$ cat config.mk
export PLATFORM = sky130hd
export DESIGN_NAME = div_unit_flat
export DESIGN_NICKNAME = d
export VERILOG_FILES = /design/src/rtl/div_unit_pkg.sv /design/src/rtl/div_unit_if.sv /design/src/rtl/div_unit_step.sv /design/src/rtl/div_unit.sv /design/src/flat_wrapper.sv
export SDC_FILE = /design/constraint.sdc
export NUM_CORES = 1
export LEC_CHECK = 0
export BUFFER_PORTS_ARGS = -buffer_cell sky130_fd_sc_hd__buf_4
export CAP_MARGIN = 30
export CORE_UTILIZATION = 25
export DETAILED_ROUTE_END_ITERATION = 16
export PLACE_DENSITY_LB_ADDON = 0.12
export SYNTH_ARGS = -nofsm -noshare
export SYNTH_HDL_FRONTEND = slang
export SYNTH_HIERARCHICAL = 1
export SYNTH_SLANG_ARGS = --single-unit
$ cat constraint.sdc
create_clock -name clk -period 4.81 [get_ports clk]
set_clock_uncertainty 0.2 [all_clocks]
set_input_delay 0 -clock clk [delete_from_list [all_inputs] [get_ports clk]]
set_output_delay 0 -clock clk [all_outputs]
set_load 0.005 [all_outputs]
$ cat src/rtl/div_unit_pkg.sv
// div_unit_pkg: op encodings and op decode helpers
// shared by the RV32M iterative divider.
package div_unit_pkg;

  typedef enum logic [1:0] {
    DIV_OP_DIV  = 2'b00,
    DIV_OP_DIVU = 2'b01,
    DIV_OP_REM  = 2'b10,
    DIV_OP_REMU = 2'b11
  } div_op_e;

  function automatic logic op_signed(div_op_e op);
    return !op[0];
  endfunction

  function automatic logic op_rem(div_op_e op);
    return op[1];
  endfunction

endpackage

$ cat src/rtl/div_unit_if.sv
// div_unit_if: start/operand request and
// busy/done/result response of the divider.
interface div_unit_if #(
  parameter int WIDTH = 32
) ();

  logic             start;
  logic [1:0]       op;
  logic [WIDTH-1:0] a;
  logic [WIDTH-1:0] b;
  logic             busy;
  logic             done;
  logic [WIDTH-1:0] result;

  modport master (
    output start, op, a, b,
    input  busy, done, result
  );

  modport slave (
    input  start, op, a, b,
    output busy, done, result
  );

endinterface

$ cat src/rtl/div_unit_step.sv
// div_unit_step: one restoring-division iteration
// (shift, compare, conditional subtract).
module div_unit_step #(
  parameter int WIDTH = 32
) (
  input  logic [WIDTH:0]   rem_i,
  input  logic [WIDTH-1:0] quo_i,
  input  logic [WIDTH-1:0] divisor_i,
  output logic [WIDTH:0]   rem_o,
  output logic [WIDTH-1:0] quo_o
);

  logic [WIDTH:0] shifted;
  logic [WIDTH:0] dvs_ext;
  logic [WIDTH:0] diff;
  logic           ge;
  logic           unused_msb;

  // the partial remainder always fits in WIDTH bits
  assign unused_msb = rem_i[WIDTH];

  assign shifted = {rem_i[WIDTH-1:0], quo_i[WIDTH-1]};
  assign dvs_ext = {1'b0, divisor_i};
  assign diff    = shifted - dvs_ext;
  assign ge      = shifted >= dvs_ext;

  assign rem_o = ge ? diff : shifted;
  assign quo_o = {quo_i[WIDTH-2:0], ge};

endmodule

$ cat src/rtl/div_unit.sv
// div_unit: radix-2 restoring divider for RV32M
// DIV/DIVU/REM/REMU, one quotient bit per cycle.
import div_unit_pkg::*;

module div_unit #(
  parameter int WIDTH = 32
) (
  input  logic     clk,
  input  logic     rst,
  div_unit_if.slave bus
);

  localparam int CW = $clog2(WIDTH + 1);
  localparam logic [WIDTH-1:0] MIN_NEG =
    {1'b1, {(WIDTH-1){1'b0}}};

  typedef enum logic [1:0] {
    S_IDLE,
    S_CALC,
    S_DONE
  } state_e;

  state_e           state_q, state_d;
  div_op_e          op_q, op_d;
  logic [WIDTH-1:0] dvs_q, dvs_d;
  logic [WIDTH-1:0] quo_q, quo_d;
  logic [WIDTH-1:0] res_q, res_d;
  logic [WIDTH:0]   rem_q, rem_d;
  logic [CW-1:0]    cnt_q, cnt_d;
  logic             nq_q, nq_d;
  logic             nr_q, nr_d;

  div_op_e          op_in;
  logic             sgn_in;
  logic             rem_in;
  logic [WIDTH-1:0] a_mag;
  logic [WIDTH-1:0] b_mag;
  logic             b_zero;
  logic             ovf;

  logic [WIDTH:0]   step_rem;
  logic [WIDTH-1:0] step_quo;
  logic [WIDTH-1:0] rem_lo;
  logic [WIDTH-1:0] fin_res;

  assign op_in  = div_op_e'(bus.op);
  assign sgn_in = op_signed(op_in);
  assign rem_in = op_rem(op_in);

  // |MIN_NEG| wraps to itself, which is right as unsigned
  assign a_mag = (sgn_in && bus.a[WIDTH-1]) ? -bus.a : bus.a;
  assign b_mag = (sgn_in && bus.b[WIDTH-1]) ? -bus.b : bus.b;

  assign b_zero = (bus.b == '0);
  assign ovf    = sgn_in && (bus.a == MIN_NEG) && (&bus.b);

  div_unit_step #(
    .WIDTH(WIDTH)
  ) u_step (
    .rem_i    (rem_q),
    .quo_i    (quo_q),
    .divisor_i(dvs_q),
    .rem_o    (step_rem),
    .quo_o    (step_quo)
  );

  assign rem_lo  = step_rem[WIDTH-1:0];
  assign fin_res = op_rem(op_q)
                 ? (nr_q ? -rem_lo : rem_lo)
                 : (nq_q ? -step_quo : step_quo);

  always_comb begin
    state_d = state_q;
    op_d    = op_q;
    dvs_d   = dvs_q;
    quo_d   = quo_q;
    rem_d   = rem_q;
    cnt_d   = cnt_q;
    nq_d    = nq_q;
    nr_d    = nr_q;
    res_d   = res_q;
    unique case (state_q)
      S_IDLE: begin
        if (bus.start) begin
          op_d  = op_in;
          dvs_d = b_mag;
          quo_d = a_mag;
          rem_d = '0;
          cnt_d = CW'(WIDTH);
          nq_d  = sgn_in & (bus.a[WIDTH-1] ^ bus.b[WIDTH-1]);
          nr_d  = sgn_in & bus.a[WIDTH-1];
          unique case (1'b1)
            b_zero: begin
              state_d = S_DONE;
              res_d   = rem_in ? bus.a : '1;
            end
            ovf: begin
              state_d = S_DONE;
              res_d   = rem_in ? '0 : bus.a;
            end
            default: state_d = S_CALC;
          endcase
        end
      end
      S_CALC: begin
        rem_d = step_rem;
        quo_d = step_quo;
        cnt_d = cnt_q - CW'(1);
        if (cnt_q == CW'(1)) begin
          res_d   = fin_res;
          state_d = S_DONE;
        end
      end
      S_DONE:  state_d = S_IDLE;
      default: state_d = S_IDLE;
    endcase
  end

  always_ff @(posedge clk) begin
    if (rst) begin
      state_q <= S_IDLE;
      op_q    <= DIV_OP_DIV;
      dvs_q   <= '0;
      quo_q   <= '0;
      rem_q   <= '0;
      cnt_q   <= '0;
      nq_q    <= 1'b0;
      nr_q    <= 1'b0;
      res_q   <= '0;
    end else begin
      state_q <= state_d;
      op_q    <= op_d;
      dvs_q   <= dvs_d;
      quo_q   <= quo_d;
      rem_q   <= rem_d;
      cnt_q   <= cnt_d;
      nq_q    <= nq_d;
      nr_q    <= nr_d;
      res_q   <= res_d;
    end
  end

  assign bus.busy   = (state_q != S_IDLE);
  assign bus.done   = (state_q == S_DONE);
  assign bus.result = res_q;

endmodule

$ cat src/flat_wrapper.sv
// flat-port wrapper written by rule: the top's interface ports become plain ports
module div_unit_flat 
#(
  parameter int WIDTH = 32
)
  (clk, rst, bus_start, bus_op, bus_a, bus_b, bus_busy, bus_done, bus_result);
  div_unit_if #(.WIDTH(WIDTH)) bus_i ();
  input  logic clk;
  input  logic rst;
  input wire logic [$bits(bus_i.start)-1:0] bus_start;
  input wire logic [$bits(bus_i.op)-1:0] bus_op;
  input wire logic [$bits(bus_i.a)-1:0] bus_a;
  input wire logic [$bits(bus_i.b)-1:0] bus_b;
  output wire logic [$bits(bus_i.busy)-1:0] bus_busy;
  output wire logic [$bits(bus_i.done)-1:0] bus_done;
  output wire logic [$bits(bus_i.result)-1:0] bus_result;
  assign bus_i.start = bus_start;
  assign bus_i.op = bus_op;
  assign bus_i.a = bus_a;
  assign bus_i.b = bus_b;
  assign bus_busy = bus_i.busy;
  assign bus_done = bus_i.done;
  assign bus_result = bus_i.result;
  div_unit #(.WIDTH(WIDTH)) u_core (.clk(clk), .rst(rst), .bus(bus_i));
endmodule
==> results of run 1 <==
[state kept, by name, indices dropped and copies added (netlist names)]
name	count
u_core/bus.result	32
u_core/dvs_q	32
u_core/quo_q	32
u_core/rem_q	32
u_core/cnt_q	6
u_core/state_q	2
u_core/nq_q	1
u_core/nr_q	1
u_core/op_q	1
[path summary, 6_finish.rpt]
kind	from	end	slack (ns)
min reg2reg	u_core/bus.result[3]	u_core/bus.result[3]	0.25
max	u_core/quo_q[31]	u_core/bus.result[30]	0.16
min	bus_a[20]	u_core/bus.result[20]	0.18
max reg2reg	u_core/quo_q[31]	u_core/bus.result[30]	0.16
[power by group]
group / internal (mW) / switching, mW
combinational: 2.06 / 2.65
sequential: 1.25 / 0.114
clock: 0.931 / 0.570
total: 4.24 / 3.33
[layer usage]
layer	vias to the layer above	wire length [um]	track usage [%]
li1	5829	-	-
met1	5701	21710	27.70
met2	259	21160	32.87
met3	36	1938	3.015
met4	0	803	5.656
met5	-	0	0
[stage by stage]
step                cells  total power [mW]
CTS                  2312             7.341
global placement     2174             5.711
finish               2318             7.577
floorplan            1503             3.947
global route         2318             8.068
detailed placement   2175             5.698
[worst min-delay path: cells and delay by family]
family	cells	cell delay, ns
compound gates	1	0.11
simple gates	1	0.04
buf+inv	2	0.66
[area by class of cell]
class,count,share of cell area [%]
sequential,139,18.94
inverter,56,1.431
clock inverter,11,1.311
tap,585,4.982
multi-input combinational,1176,51.57
clock buffer,20,3.040
timing repair buffer,331,18.73
[repair_timing]
| action | 4_1_cts | 5_1_grt |
|---|---|---|
| buffers inserted | 0 | 5 |
| hold buffers | 106 | 0 |
| endpoints found under the setup margin | 1 | 22 |
| resized for setup | 1 | 18 |
| hold endpoints to repair | 110 | 0 |
| pin swaps | 1 | 7 |
==> reports/qor.yml, run 1 <==
route.vias.total: 11830
path_class: "flop to flop"
period_needed_ns: 4.653
netlist_area_sq_mm: 0.01114
crit_chain: "inv_1, ha_1, fa_1, and2b_2, o21bai_4, a211oi_2, o31ai_2, a21oi_2, a21oi_2, o31ai_2, xnor2_1, mux2_4, or4_1, or2_2, o41ai_4, xor2_1, a221oi_2, o21ai_0, a21oi_1"
drive_above_1_share_pct: 18.64
htreeDepth: 4
clk_path_buf_depth: 2
ys_warn_count: 6
postLayoutCellArea_sq_mm: 0.01469
cpMaxStageDelayCell: "or4_1"
pin_count: 103
cp_data_required_time_ns: 5.00
die_h_um: 213.1
hold_path.class: "input pin to flop"
clk_latency_ns: 0.46
dr.pass1.iters: 6
final_common_cell: "buf_4"
core-area_sq_mm: 0.04355
worstPathMaxFanout: 3
grt_overflow_total: 0
crit_buf_inv: 1
fmax_ghz: 0.2149
timing.hold.ws_ns: 0.1798
syn_to_final_growth_pct: 31.93
place_hpwl_um: 34420
drv_slew: 0
drt_iter0_markers: 780
layout_common_cells: "buf_4 (223), nor2_1 (151), a21oi_1 (150), dfxtp_1 (139), nand2_1 (138)"
cp-start-kind: "flop"
hold_viol_final: 0
numCtsBuffers: 17
fillerInstances: 4817
drc: 0
max_stage_delay_ns: 0.54
portBuffers: 102
powerDensity_mw_per_mm2: 515.7
critPathCaptureType: "flop"
place_area_sq_mm: 0.01286
ant_nets: 0
clk_pin_slew_worst_paths_ns: 0.07
clock-sinks: 139
post_drt_wl_per_cell_um: 19.68
fin_setup_tns_ns: 0
slew_headroom_pct: 24.67
critical_path.top_delay_family: "compound AO/OA/AOI/OAI gates"
finalWeightedCongestion: 0.8559
setup_viol: 0
maxCapViolations: 0
grt_max_degree: 66
utilization_pct: 33.74
die_w_um: 213.1
setup_slack_ns: 0.1571
synth_nets: 1612
die_area_sq_mm: 0.04540
synth_cells: 1503
whs_path_depth: 4
grt_usage_pct: 20.27
seqCellArea_sq_mm: 0.002783
worstMarginPinSlew_ns: 1.128
antenna_found_initial: 3
vdd_drop_max_uv: 489.4
antenna_cells: 0
rsz0062_at_grt: "true"
ff2ff_path_depth: 19
wl_um: 45620
outcome: "completed"
initial_utilization_pct: 25.57
via_per_inst: 5.101
grt_pass1_vias: 11520
multi_input_area_sq_mm: 0.007577
ctsRootBufferMaster: "clkbuf_16"
grt_pass1_wl_um: 68940
pre_cts_ws_ns: -0.02081
cts_tree: "yes"
worstPathArrival_ns: 4.84
post-route-period-util_pct: 96.73
synth.avg_cell_area_sq_um: 7.410
p_leak_nw: 5.782
rows: 76
critical_path_depth: 19
nets: 1830
No activity file was read; power rests on OpenSTA's default activity.
==> run 2: changes to the inputs <==
==> constraint.sdc (replaced) <==
create_clock -name clk -period 4.81 [get_ports clk]
set_clock_uncertainty 0.2 [all_clocks]
set_input_delay 0.962 -clock clk [delete_from_list [all_inputs] [get_ports clk]]
set_output_delay 0.962 -clock clk [all_outputs]
set_load 0.005 [all_outputs]
==> reports/qor.yml, run 2 (synthesis results as in run 1) <==
hold_viol_final: 0  # unchanged
rsz0062_at_grt: "true"
powerDensity_mw_per_mm2: 551.0  # +6.9%
period_needed_ns: 4.614  # -0.03856 ns
slew_headroom_pct: 16.54  # -8.1 points
grt_pass1_wl_um: 68020  # -1.3%
dp.cells: 2176  # +0.046%
setup_slack_ns: 0.1957  # +0.03856 ns
pin_count: 103  # unchanged
cp_data_required_time_ns: 4.90  # -0.10 ns
drc: 0  # unchanged
via_per_inst: 5.171  # +1.4%
numCtsBuffers: 17  # unchanged
ant_nets: 0  # unchanged
rows: 76  # unchanged
place_hpwl_um: 35100  # +2.0%
htreeDepth: 4  # unchanged
fmax_ghz: 0.2167  # +0.84%
nets: 1726  # -5.7%
grt_usage_pct: 20.05  # -0.21 points
crit_chain: "inv_1, ha_4, nand2_1, o211ai_1, buf_4, nor2_1, a211oi_2, a211oi_2, o21ai_4, buf_12, buf_12, mux2_4, or4_4, nand2b_1, buf_4, o41ai_2, xor2_1, o2111a_2, nor3_1"
path_class: "flop to flop"
stdcell_count: 2215  # -4.4%
die_h_um: 213.1  # unchanged
p_leak_nw: 5.350  # -7.5%
outcome: "completed"
route.vias.total: 11450  # -3.1%
critical_path.top_delay_family: "compound AO/OA/AOI/OAI gates"
crit_buf_inv: 5  # +4
power.total_mw: 7.621  # +0.58%
drt_iter0_markers: 689  # -12%
finalWeightedCongestion: 0.8502  # -0.67%
clock-sinks: 139  # unchanged
cp-start-kind: "flop"
antenna_found_initial: 1  # -2
cpMaxStageDelayCell: "or4_4"
cts_tree: "yes"
grt_max_degree: 67  # +1.5%
max_stage_delay_ns: 0.50  # -0.04 ns
pre_cts_ws_ns: -0.03302  # -0.01222 ns
die_w_um: 213.1  # unchanged
critPathCaptureType: "flop"
worstPathMaxFanout: 16  # +13
wl_um: 45320  # -0.65%
fillerInstances: 4878  # +1.3%
grt_pass1_vias: 11000  # -4.5%
worstMarginPinSlew_ns: 1.250  # +0.1218 ns
layout_common_cells: "buf_4 (221), a21oi_1 (154), nor2_1 (150), nand2_1 (138), dfxtp_1 (136)"
portBuffers: 102  # unchanged
post-route-period-util_pct: 95.93  # -0.80 points
drive_above_1_share_pct: 20.98  # +2.3 points
worstPathArrival_ns: 4.71  # -0.13 ns
maxCapViolations: 0  # unchanged
vdd_drop_max_uv: 319.0  # -35%
die_area_sq_mm: 0.04540  # unchanged
drv_slew: 0  # unchanged
fin_setup_tns_ns: 0  # unchanged
clk_path_buf_depth: 2  # unchanged
setup_viol: 0  # unchanged
dr.pass1.iters: 5  # -1
antenna_cells: 0  # unchanged
core-area_sq_mm: 0.04355  # unchanged
cts_hold_buf: 0  # -100%
initial_utilization_pct: 25.57  # unchanged
hold_path.class: "flop to flop"
clk_latency_ns: 0.44  # -0.02 ns
syn_to_final_growth_pct: 24.19
final_common_cell: "buf_4"
ctsRootBufferMaster: "clkbuf_16"
utilization_pct: 31.76  # -2.0 points
post_drt_wl_per_cell_um: 20.46  # +4.0%
grt_overflow_total: 0  # unchanged
clk_pin_slew_worst_paths_ns: 0.06  # about the same
-- run 2: cell types whose count changed in the layout (fill, tap and decap cells not counted), sizes merged --
cell and change:
clkinv +2, buf +2, inv -1, dlygate4sd3 -106, bufinv -2, clkinvlp -2
clkbuf +4
-- run 2: stage by stage --
step / hold slack, ns / cell area (sq um)
floorplan: 0.2319 / 11140
global placement: 0.2401 / 12920
detailed placement: 0.2447 / 12920
CTS: 0.2531 / 13540
global route: 0.2778 / 13830
finish: 0.2485 / 13830
-- run 2: layer usage --
| layer | GRT usage (%) | routed length [um] | vias up |
|---|---|---|---|
| met1 | 27.97 | 21700 | 5547 |
| met2 | 32.08 | 20990 | 247 |
| met3 | 3.045 | 1838 | 42 |
| met4 | 4.912 | 782 | 2 |
| li1 | - | - | 5616 |
| met5 | 0 | 8 | - |
-- run 2: layout make-up --
| class | count | area [sq um] | area share, % |
|---|---|---|---|
| repair buffers | 227 | 1787 | 12.92 |
| inverters | 56 | 210.2 | 1.520 |
| clock buffers | 24 | 481.7 | 3.483 |
| clock inverters | 8 | 115.1 | 0.8323 |
| flip-flops and latches | 139 | 2786 | 20.15 |
| multi-input cells | 1176 | 7719 | 55.81 |
| well taps | 585 | 732.0 | 5.292 |
-- run 2: worst register-to-register path: stages, from the launching register on --
cell and delay, ns:
dfxtp_1 0.34, inv_1 0.09, ha_4 0.29, nand2_1 0.06, o211ai_1 0.35, buf_4 0.18
nor2_1 0.05, a211oi_2 0.24, a211oi_2 0.09, o21ai_4 0.20, buf_12 0.14, buf_12 0.14
mux2_4 0.31, or4_4 0.50, nand2b_1 0.19, buf_4 0.20, o41ai_2 0.33, xor2_1 0.25
o2111a_2 0.26, nor3_1 0.05
-- run 2: worst paths after layout --
kind,from,to,slack [ns],cells after the start
setup reg to reg,u_core/dvs_q[15],u_core/bus.result[22],0.20,19
hold reg to reg,u_core/bus.result[2],u_core/bus.result[2],0.25,2
hold / removal,u_core/bus.result[2],u_core/bus.result[2],0.25,2
setup / recovery,u_core/dvs_q[15],u_core/bus.result[22],0.20,19
-- run 2: timing repair --
item | CTS | global route
setup endpoints to repair | 3 | 19
setup buffers | 1 | 4
pin swaps | 3 | 19
gates resized for setup | 2 | 42
-- run 2: where the power goes --
group / internal (mW) / switching (mW)
logic: 2.14 / 2.71
registers: 1.25 / 0.114
clock network: 0.853 / 0.550
==> run 3: changes to the inputs <==
Settings changed: CORE_UTILIZATION 25 to 55, SETUP_SLACK_MARGIN set to 0.02.
==> reports/qor.yml, run 3 (synthesis results as in run 1) <==
grt_max_degree: 73  # +9.0%
clk_pin_slew_worst_paths_ns: 0.07  # about the same
portBuffers: 102  # unchanged
ctsRootBufferMaster: "clkbuf_16"
post-route-period-util_pct: 98.12  # +2.2 points
crit_start: "u_core/dvs_q[5]"
seq_power_share_pct: 18.2  # +0.2 points
grt_pass1_wl_um: 55170  # -19%
dr.pass1.iters: 7  # +2
path_class: "flop to flop"
setup_slack_ns: 0.09062  # -0.1051 ns
critPathCaptureType: "flop"
antenna_found_initial: 0  # -1
multi_input_area_sq_mm: 0.007677  # -0.53%
drive_above_1_share_pct: 19.74  # -1.2 points
stdcell_count: 1871  # -16%
worstPathMaxFanout: 13  # -3
cp-start-kind: "flop"
grt_overflow_total: 0  # unchanged
switching_share_pct: 46.04  # +1.7 points
switchingPower_mw: 3.467  # +2.7%
setup_viol: 0  # unchanged
powerDensity_mw_per_mm2: 570.7  # +3.6%
drv_slew: 0  # unchanged
dp.cells: 1820  # -16%
p_comb_share_pct: 63.9  # +0.3 points
rows: 51  # -33%
rsz0062_at_grt: "true"
power.total_mw: 7.532  # -1.2%
layout_common_cells: "buf_4 (195), a21oi_1 (153), nor2_1 (151), nand2_1 (138), dfxtp_1 (136)"
syn_to_final_growth_pct: 18.49
die_w_um: 144.3  # -32%
worstReg2RegStart: "u_core/dvs_q[5]"
ant_nets: 0  # unchanged
cp_data_required_time_ns: 4.90  # about the same
finalWeightedCongestion: 0.9454  # +11%
worstMarginPinSlew_ns: 1.285  # +0.03486 ns
cts_tree: "yes"
route.vias.total: 11740  # +2.5%
maxCapViolations: 0  # unchanged
internal_power_mw: 4.064  # -4.2%
vdd_drop_max_uv: 727.6  # +130%
period_needed_ns: 4.719  # +0.1051 ns
die_h_um: 144.3  # -32%
slew_headroom_pct: 14.21  # -2.3 points
final_common_cell: "buf_4"
outcome: "completed"
pin_count: 103  # unchanged
drc: 0  # unchanged
p_leak_nw: 5.219  # -2.4%
via_per_inst: 6.273  # +21%
numCtsBuffers: 17  # unchanged
worstPathArrival_ns: 4.81  # +0.10 ns
clock-sinks: 139  # unchanged
fmax_ghz: 0.2119  # -2.2%
pre_cts_ws_ns: 0.03676  # +0.06978 ns
seqCellArea_sq_mm: 0.002786  # unchanged
clk_path_buf_depth: 2  # unchanged
cts_hold_buf: 0  # unchanged
nets: 1702  # -1.4%
die_area_sq_mm: 0.02082  # -54%
antenna_cells: 0  # unchanged
hold_viol_final: 0  # unchanged
clk_latency_ns: 0.43  # about the same
grt_usage_pct: 34.56  # +15 points
initial_utilization_pct: 56.67  # +31 points
post_drt_wl_per_cell_um: 19.79  # -3.3%
fillerInstances: 1774  # -64%
wl_um: 37040  # -18%
hp-start: "u_core/bus.result[0]"
place_hpwl_um: 26860  # -23%
grt_pass1_vias: 10310  # -6.2%
hold_path.class: "flop to flop"
utilization_pct: 67.14  # +35 points
htreeDepth: 4  # unchanged
timing.hold.ws_ns: 0.2497  # +0.001242 ns
drt_iter0_markers: 1180  # +71%
clkPwrFrac_pct: 17.9  # -0.5 points
core-area_sq_mm: 0.01965  # -55%
-- run 3: changes by cell type in the layout (fill, tap and decap cells not counted), sizes merged --
cell / delta
clkbuf: -4
inv: +4
buf: -26
clkinvlp: +4
bufinv: -1
clkinv: -1
-- run 3: metrics by stage --
stage / instance area (sq um) / setup TNS [ns]
after global placement: 12220 / 0
after floorplan: 11140 / 0
after global routing: 13200 / -0.04835
after detailed placement: 12230 / 0
final: 13200 / 0
after CTS: 12840 / 0
-- run 3: power by group through the flow --
stage | logic, mW | registers (mW) | clock network [mW]
finish | 4.81 | 1.37 | 1.35
global route | 5.10 | 1.38 | 1.40
CTS | 3.90 | 1.36 | 1.35
detailed placement | 3.82 | 1.38 | 0
global placement | 3.77 | 1.38 | 0
floorplan | 2.62 | 1.33 | 0
-- run 3: worst paths after layout --
kind              slack, ns                    end  cells after the start
hold / removal         0.25   u_core/bus.result[0]                      2
hold reg to reg        0.25   u_core/bus.result[0]                      2
setup reg to reg       0.09  u_core/bus.result[22]                     19
setup / recovery       0.09  u_core/bus.result[22]                     19
-- run 3: critical path, cell delays in order, from the launching register on --
cell and delay [ns]:
dfxtp_2 0.39, inv_1 0.08, ha_1 0.26, a211oi_2 0.21, nor2_1 0.11, nor4_2 0.32, a211oi_2 0.15, a211oi_4 0.25
o21ai_4 0.13, buf_4 0.20, clkbuf_16 0.18, nor2_1 0.14, a21oi_1 0.09, or3_1 0.36, or2_2 0.32, or3_4 0.37
o41ai_4 0.36, xor2_1 0.23, o2111a_1 0.20, nor3_1 0.04
-- run 3: layout make-up --
class	count	share of cell area, %
multi-input cells	1176	58.18
clock inverters	14	1.233
clock buffers	18	3.252
well taps	265	2.513
inverters	56	1.593
repair buffers	203	12.12
flip-flops and latches	139	21.12
-- run 3: timing repair --
| action | in CTS | in global routing |
|---|---|---|
| cloned | 0 | 3 |
| endpoints found under the setup margin | 5 | 21 |
| buffers inserted | 0 | 16 |
| pin swaps | 1 | 17 |
| hold endpoints to repair | 0 | 0 |
| gates resized for setup | 3 | 44 |
-- run 3: per-layer routing --
metal | GRT usage [%] | vias to the layer above | wire length [um]
met5 | 0 | - | 0
li1 | - | 5580 | -
met3 | 7.914 | 91 | 3442
met1 | 46.64 | 5514 | 15810
met2 | 53.04 | 552 | 16530
met4 | 13.57 | 0 | 1245
